$ cat src/rtl/hpdcache_sram_ctrl.sv
// hpdcache_sram_ctrl
//   Initiator side of a 1RW SRAM macro (cs/we/addr/wdata in, rdata one cycle after a read cs).
//   Client read/write requests use valid/ready; read data is captured into a small response
//   FIFO whose free space is reserved before a read is issued (credit scheme), so the client may
//   stall rsp_ready indefinitely without losing data.
//
//   Optional feature macro: HPDCACHE_SRAM_INIT_EN
//     defined   : after reset the whole array is zero-written, one word per cycle, before the
//                 client is admitted.
//     undefined : INIT lasts a single idle cycle.
//
// Ports
//   clk, rst                          clock, synchronous active-high reset
//   req_valid/req_ready               request handshake
//   req_we, req_addr, req_wdata       request type (1 = write), word address, write data
//   rsp_valid/rsp_ready, rsp_rdata    read response handshake and data (in request order)
//   init_done                         array ready for client traffic
//   sram_cs, sram_we, sram_addr,
//   sram_wdata, sram_rdata            SRAM macro pins
module hpdcache_sram_ctrl #(
    parameter int unsigned ADDR_SIZE = 8,
    parameter int unsigned DATA_SIZE = 64,
    parameter int unsigned DEPTH     = 2 ** ADDR_SIZE,
    parameter int unsigned RSP_DEPTH = 3
) (
    input  logic                 clk,
    input  logic                 rst,
    input  logic                 req_valid,
    output logic                 req_ready,
    input  logic                 req_we,
    input  logic [ADDR_SIZE-1:0] req_addr,
    input  logic [DATA_SIZE-1:0] req_wdata,
    output logic                 rsp_valid,
    input  logic                 rsp_ready,
    output logic [DATA_SIZE-1:0] rsp_rdata,
    output logic                 init_done,
    output logic                 sram_cs,
    output logic                 sram_we,
    output logic [ADDR_SIZE-1:0] sram_addr,
    output logic [DATA_SIZE-1:0] sram_wdata,
    input  logic [DATA_SIZE-1:0] sram_rdata
);

    localparam int unsigned CNT_W = $clog2(RSP_DEPTH + 1);
    localparam int unsigned PTR_W = $clog2(RSP_DEPTH);
    localparam logic [CNT_W-1:0] CNT_FULL  = CNT_W'(RSP_DEPTH);
    localparam logic [PTR_W-1:0] PTR_LAST  = PTR_W'(RSP_DEPTH - 1);
    localparam logic [ADDR_SIZE:0] DEPTH_EXT = (ADDR_SIZE + 1)'(DEPTH);

    typedef enum logic {StInit, StRun} state_t;

    state_t state_q;
    logic   init_done_q;

    logic                 rd_inflight_q;
    logic [CNT_W-1:0]     count_q;
    logic [PTR_W-1:0]     wr_ptr_q;
    logic [PTR_W-1:0]     rd_ptr_q;
    logic [DATA_SIZE-1:0] mem_q [RSP_DEPTH];

    logic             run;
    logic [CNT_W:0]   credit_used;
    logic             push;
    logic             pop;

`ifdef HPDCACHE_SRAM_INIT_EN
    localparam logic [ADDR_SIZE-1:0] INIT_LAST = ADDR_SIZE'(DEPTH - 1);
    logic [ADDR_SIZE-1:0] init_addr_q;
`endif

    // Init/run sequencer; RUN is left only through reset.
    always_ff @(posedge clk) begin
        if (rst) begin
            state_q     <= StInit;
            init_done_q <= 1'b0;
`ifdef HPDCACHE_SRAM_INIT_EN
            init_addr_q <= '0;
`endif
        end else begin
            unique case (state_q)
                StInit: begin
`ifdef HPDCACHE_SRAM_INIT_EN
                    init_addr_q <= init_addr_q + 1'b1;
                    if (init_addr_q == INIT_LAST) begin
                        state_q     <= StRun;
                        init_done_q <= 1'b1;
                    end
`else
                    state_q     <= StRun;
                    init_done_q <= 1'b1;
`endif
                end
                StRun: begin
                    state_q <= StRun;
                end
                default: state_q <= StInit;
            endcase
        end
    end

    assign init_done = init_done_q;

    always_comb begin
        // rst gates everything so the pins are quiet during the reset cycle itself.
        run         = (state_q == StRun) && !rst;
        // An in-flight read already owns a FIFO slot.
        credit_used = {1'b0, count_q} + {{CNT_W{1'b0}}, rd_inflight_q};
        req_ready   = run && (credit_used < {1'b0, CNT_FULL});

        sram_cs    = 1'b0;
        sram_we    = 1'b0;
        sram_addr  = '0;
        sram_wdata = '0;
        if (run) begin
            sram_cs    = req_valid && req_ready;
            sram_we    = req_we;
            sram_addr  = req_addr;
            sram_wdata = req_wdata;
        end
`ifdef HPDCACHE_SRAM_INIT_EN
        else if (!rst && (state_q == StInit)) begin
            sram_cs   = 1'b1;
            sram_we   = 1'b1;
            sram_addr = init_addr_q;
        end
`endif
    end

    assign rsp_valid = (count_q != '0);
    assign rsp_rdata = mem_q[rd_ptr_q];
    assign push      = rd_inflight_q;
    assign pop       = rsp_valid && rsp_ready;

    // Response FIFO; sram_rdata is captured the cycle after the read was issued.
    always_ff @(posedge clk) begin
        if (rst) begin
            rd_inflight_q <= 1'b0;
            count_q       <= '0;
            wr_ptr_q      <= '0;
            rd_ptr_q      <= '0;
            mem_q         <= '{default: '0};
        end else begin
            rd_inflight_q <= sram_cs && !sram_we && run;
            if (push) begin
                mem_q[wr_ptr_q] <= sram_rdata;
                wr_ptr_q        <= (wr_ptr_q == PTR_LAST) ? '0 : wr_ptr_q + 1'b1;
            end
            if (pop) begin
                rd_ptr_q <= (rd_ptr_q == PTR_LAST) ? '0 : rd_ptr_q + 1'b1;
            end
            if (push && !pop) begin
                count_q <= count_q + 1'b1;
            end else if (pop && !push) begin
                count_q <= count_q - 1'b1;
            end
        end
    end

    // The credit check must make an overflowing push unreachable.
    a_no_push_when_full: assert property (@(posedge clk) disable iff (rst)
        !(push && !pop && (count_q == CNT_FULL)));

    a_addr_in_range: assert property (@(posedge clk) disable iff (rst)
        !(req_valid && req_ready) || ({1'b0, req_addr} < DEPTH_EXT));

endmodule

$ cat config.mk
export PLATFORM = sky130hd
export DESIGN_NAME = hpdcache_sram_ctrl
export DESIGN_NICKNAME = d
export VERILOG_FILES = /design/src/rtl/hpdcache_sram_ctrl.sv
export SDC_FILE = /design/constraint.sdc
export NUM_CORES = 1
export LEC_CHECK = 0
export ABC_AREA = 1
export BUFFER_PORTS_ARGS = -buffer_cell sky130_fd_sc_hd__buf_2
export CELL_PAD_IN_SITES_DETAIL_PLACEMENT = 1
export CELL_PAD_IN_SITES_GLOBAL_PLACEMENT = 1
export CORE_MARGIN = 2
export CORE_UTILIZATION = 27
export DETAILED_ROUTE_END_ITERATION = 12
export PLACE_DENSITY_LB_ADDON = 0.05
export REMOVE_ABC_BUFFERS = 1
export SYNTH_ARGS = -nofsm -noshare
export SYNTH_HDL_FRONTEND = slang
export SYNTH_SLANG_ARGS = --single-unit
$ cat constraint.sdc
create_clock -name clk -period 1.25 [get_ports clk]
set_input_delay 0.125 -clock clk [delete_from_list [all_inputs] [get_ports clk]]
set_output_delay 0.125 -clock clk [all_outputs]
set_load 0.03 [all_outputs]
# == Word-level counts from Yosys, hierarchy flattened ==
# Index checks and enable logic that the tools add are counted.
# word_totals
register_bits,201
wordCells,52
input_bits,141
out_inout_bits,141
# op_classes
n_addsub,5
n_lt_le_gt_ge,4
reduce_logical,15
n_eq_ne,2
n_bitwise,2
mux,15
# op_table
cell,n
2-to-1 mux 64 bit,4
bitwise mux 192 bit,1
binary-select mux 64 bit (select 2 bit),1
demux 64 bit (select 2 bit),1
logical AND 1 bit,9
2-to-1 mux 2 bit,4
2-to-1 mux 8 bit,1
adder 2 x 1 -> 2 bit (second input constant),3
greater-or-equal comparator 3 bit (second input constant),2
inverter 2 -> 3 bit,2
== test 2 bit (second input constant),2
zero test 1 bit,4
nonzero test 2 bit,2
adder 2 x 1 -> 3 bit,1
< comparator 3 x 1 -> 1 bit (second input constant),1
< comparator 3 x 2 -> 1 bit (second input constant),1
2-to-1 mux 1 bit,3
subtractor 2 x 1 -> 2 bit (second input constant),1

# == Longest topological paths before layout ==
# depth
ltp_word,7
depth_mapped,10
ltp_nobuf,10

# == Worst setup path before layout ==
# OpenSTA, ideal clock, no wires.
# synth_path
kind,register to output
from,"register rd_inflight_q, in the netlist push"
to,output port req_ready
t_arrival_ns,1.628
required_ns,1.125
slack_ns,-0.503
path_stages_with_launch,5
cell_sequence,dfxtp_1 > ha_1 > ha_1 > nand2_1 > nor3b_1
# synth_between
elab_chain_len,3
# synth_lines
item,line,rtl
from (decl),55,logic rd_inflight_q;
from (signal assigned),143,rd_inflight_q <= sram_cs && !sram_we && run;
adder 2 x 1 -> 3 bit,107,"credit_used = {1'b0, count_q} + {{CNT_W{1'b0}}, rd_inflight_q};"
< comparator 3 x 2 -> 1 bit,108,"req_ready = run && (credit_used < {1'b0, CNT_FULL});"
logical AND 1 bit,108,
to (decl),29,"output logic req_ready,"
# Every way passes these cells.

# == Worst setup path after layout ==
# layout_path
from,register rd_ptr_q[1]
to,output port rsp_rdata[54]
# layout_between
elab_chain_len,4
# layout_lines
item,line,rtl
from (decl),58,logic [PTR_W-1:0] rd_ptr_q;
from (signal assigned),149,rd_ptr_q <= (rd_ptr_q == PTR_LAST) ? '0 : rd_ptr_q + 1'b1;
inverter 2 -> 3 bit (implied by the code),130,assign rsp_rdata = mem_q[rd_ptr_q];
binary-select mux 64 bit (select 2 bit),130,
2-to-1 mux 64 bit (implied by the code) (2 in series),130,
to (decl),35,"output logic [DATA_SIZE-1:0] rsp_rdata,"
# Every way passes these cells. The select of a mux whose other input is x is not followed.

==> results.ini <==
[synthesis]
yosysSeqAreaShare_pct = 45.1
yosys.area.top_type_share_pct = 45.1
syn_avg_cell_area_um2 = 7.10
synth_cell_types = 23
synth_seq_cells = 201
yosysTopAreaCell = dfxtp_1
netlist_top_cells_area = dfxtp_1 45%, nor2_1 14%, o21ai_0 6.4%
syn_area_um2 = 8920
synth_warnings = 0
syn_inst = 1257

[floorplan]
die_h_um = 186
start_util_pct = 27.4
die-width_um = 186
ios = 282
coreArea_um2 = 32500
fp-row-count = 66
die-area_um2 = 34500

[timing]
tightest_slew_ns = 0.501
fin_worst_skew_ns = 0.00543
rsz0062_at_grt = yes
relSlewSlack_pct = 66.6
tns_ns = -117.28
setup_violations = 337
fmax_mhz = 505
hold_viol_final = 0
maxSlewViolCount = 0
min_period_over_period_pct = 158
min_period_ns = 1.98
fin_ws_ns = -0.730

[routing]
drtPass1Iterations = 4
wl_per_cell_um = 18.8
vias_per_cell = 4.62
drc = 0
drtIter0Drc = 442
dr_total_vias = 9801
ant_nets = 0
wl_mm = 39.9

[worst_hold_path]
min_path_cells = 3
hold_class = input port to register

[critical_path]
cp-start-kind = register
ff2ff_path_depth = 10
cp_max_fo = 29
path_class = register to primary output
cp.arrival_ns = 1.85
crit_path_end_kind = primary output
crit_required_ns = 1.12

[finish]
synthToLayoutAreaGrowth_pct = 77.1
drive_gt1_share_pct = 40.9
final_cell_mix = 195 x dfxtp_1, 175 x nor2_1, 145 x inv_1
final_common_cell = dfxtp_1
antenna_cells = 0
final_net_count = 1807

[clock_tree]
htree_levels = 1
clkSinkCount = 201
clk-insertion-delay-late_ns = 0.51
cts.clk_slew.worst_paths_ns = 0.06
cts_buffers = 25
cts_root_buffer = clkbuf_16
cts_buffer_depth = 3
cts_tree = yes

[place]
gp_congestion = 0.772
port_buffers = 281
dp_hpwl_mm = 22.1

[power]
peakVddDrop_v = 0.000919
power.density_nw_per_um2 = 1160
total_power_uw = 18300
leakage_uw = 0.00663

[grt]
overflow = 0
grtUsageTotal_pct = 21.8
grt_pass1_wl_mm = 58.6
grt_max_degree = 57
antenna_found_initial = 0
grt_pass1_vias = 10074

[run_status]
outcome = finished with violations
violations = negative setup slack

[run]
cap_violations = 0

==> per-layer routing <==
metal | routed length, um | global-route usage, % | vias to the layer above
li1 | - | - | 4816
met1 | 18100 | 28.6 | 4782
met2 | 19800 | 38.1 | 152
met3 | 1220 | 2.93 | 51
met4 | 781 | 4.66 | 0
met5 | 0 | 0 | -
==> registers in the layout, indices dropped and copies added, names as in the netlist <==
signal	count
count_q	2
state_q	1
init_done	1
rd_ptr_q	2
push	1
wr_ptr_q	2
mem_q	192
==> kinds of logic after synthesis <==
group | share of synthesized area (%)
flops | 45.1
buf+inv | 13.5
fa+ha+maj | 0.421
simple gates | 20.9
compound gates | 20.1
==> cell type report <==
type	count	area [um2]
flip-flops and latches	201	4040
well taps	442	553
inverters	150	611
clock inverters	8	90.1
repair inverters	1	30.0
fillers	3889	16700
clock buffers	35	713
multi-input cells	818	5010
repair buffers	466	4760
==> cells in the mapped netlist <==
library cell,number
nand3_2,1
buf_6,15
buf_4,11
nor2_1,334
buf_1,1
nor3b_1,1
nor2_4,2
nand2_1,144
inv_1,147
buf_8,1
o211ai_1,64
buf_12,6
clkbuf_1,22
nand2_2,2
a21oi_1,70
nand3_1,2
buf_2,33
o21ai_0,114
dfxtp_1,201
inv_2,3
o21ai_1,79
ha_1,3
nand4_1,1
==> metrics by stage <==
| step | cell area, um2 | setup WS (ns) | utilization, % | instances | hold slack [ns] |
|---|---|---|---|---|---|
| after global placement | 11000 | -0.247 | 33.9 | 1954 | 0.383 |
| after floorplan | 8280 | -2.73 | - | 1168 | 0.194 |
| after CTS | 15100 | -0.743 | 46.6 | 2113 | 0.000702 |
| after detailed placement | 11000 | -0.275 | 33.9 | 1954 | 0.382 |
| final | 15800 | -0.730 | 48.6 | 2121 | 0.0342 |
| after global routing | 15800 | -0.808 | 48.6 | 2121 | 0.0273 |
==> report_power, final <==
part / internal, uW / total (uW) / switching [uW]
clock network: 4350 / 7220 / 2870
logic: 1900 / 4410 / 2500
registers: 6590 / 6710 / 124
==> critical path, stage by stage (launching register included) <==
cell	delay (ns)
dfxtp_2	0.34
buf_6	0.12
nor2_4	0.16
buf_12	0.24
nand2_1	0.07
o211ai_1	0.18
buf_4	0.23
==> worst paths after layout <==
check                                     end  slack [ns]         from
worst min-delay path                  state_q        0.03          rst
worst max register to register      mem_q[52]       -0.33         push
worst max-delay path            rsp_rdata[54]       -0.73  rd_ptr_q[1]
worst min register to register     mem_q[116]        0.45   mem_q[116]
==> repair_timing <==
action	4_1_cts	5_1_grt
resized for setup	523	196
setup endpoints to repair	276	337
pin swaps	19	19
buffers inserted	26	9
hold endpoints to repair	197	0
hold buffers	66	0
cloned	25	14
Power figures use the tool's default switching activity.
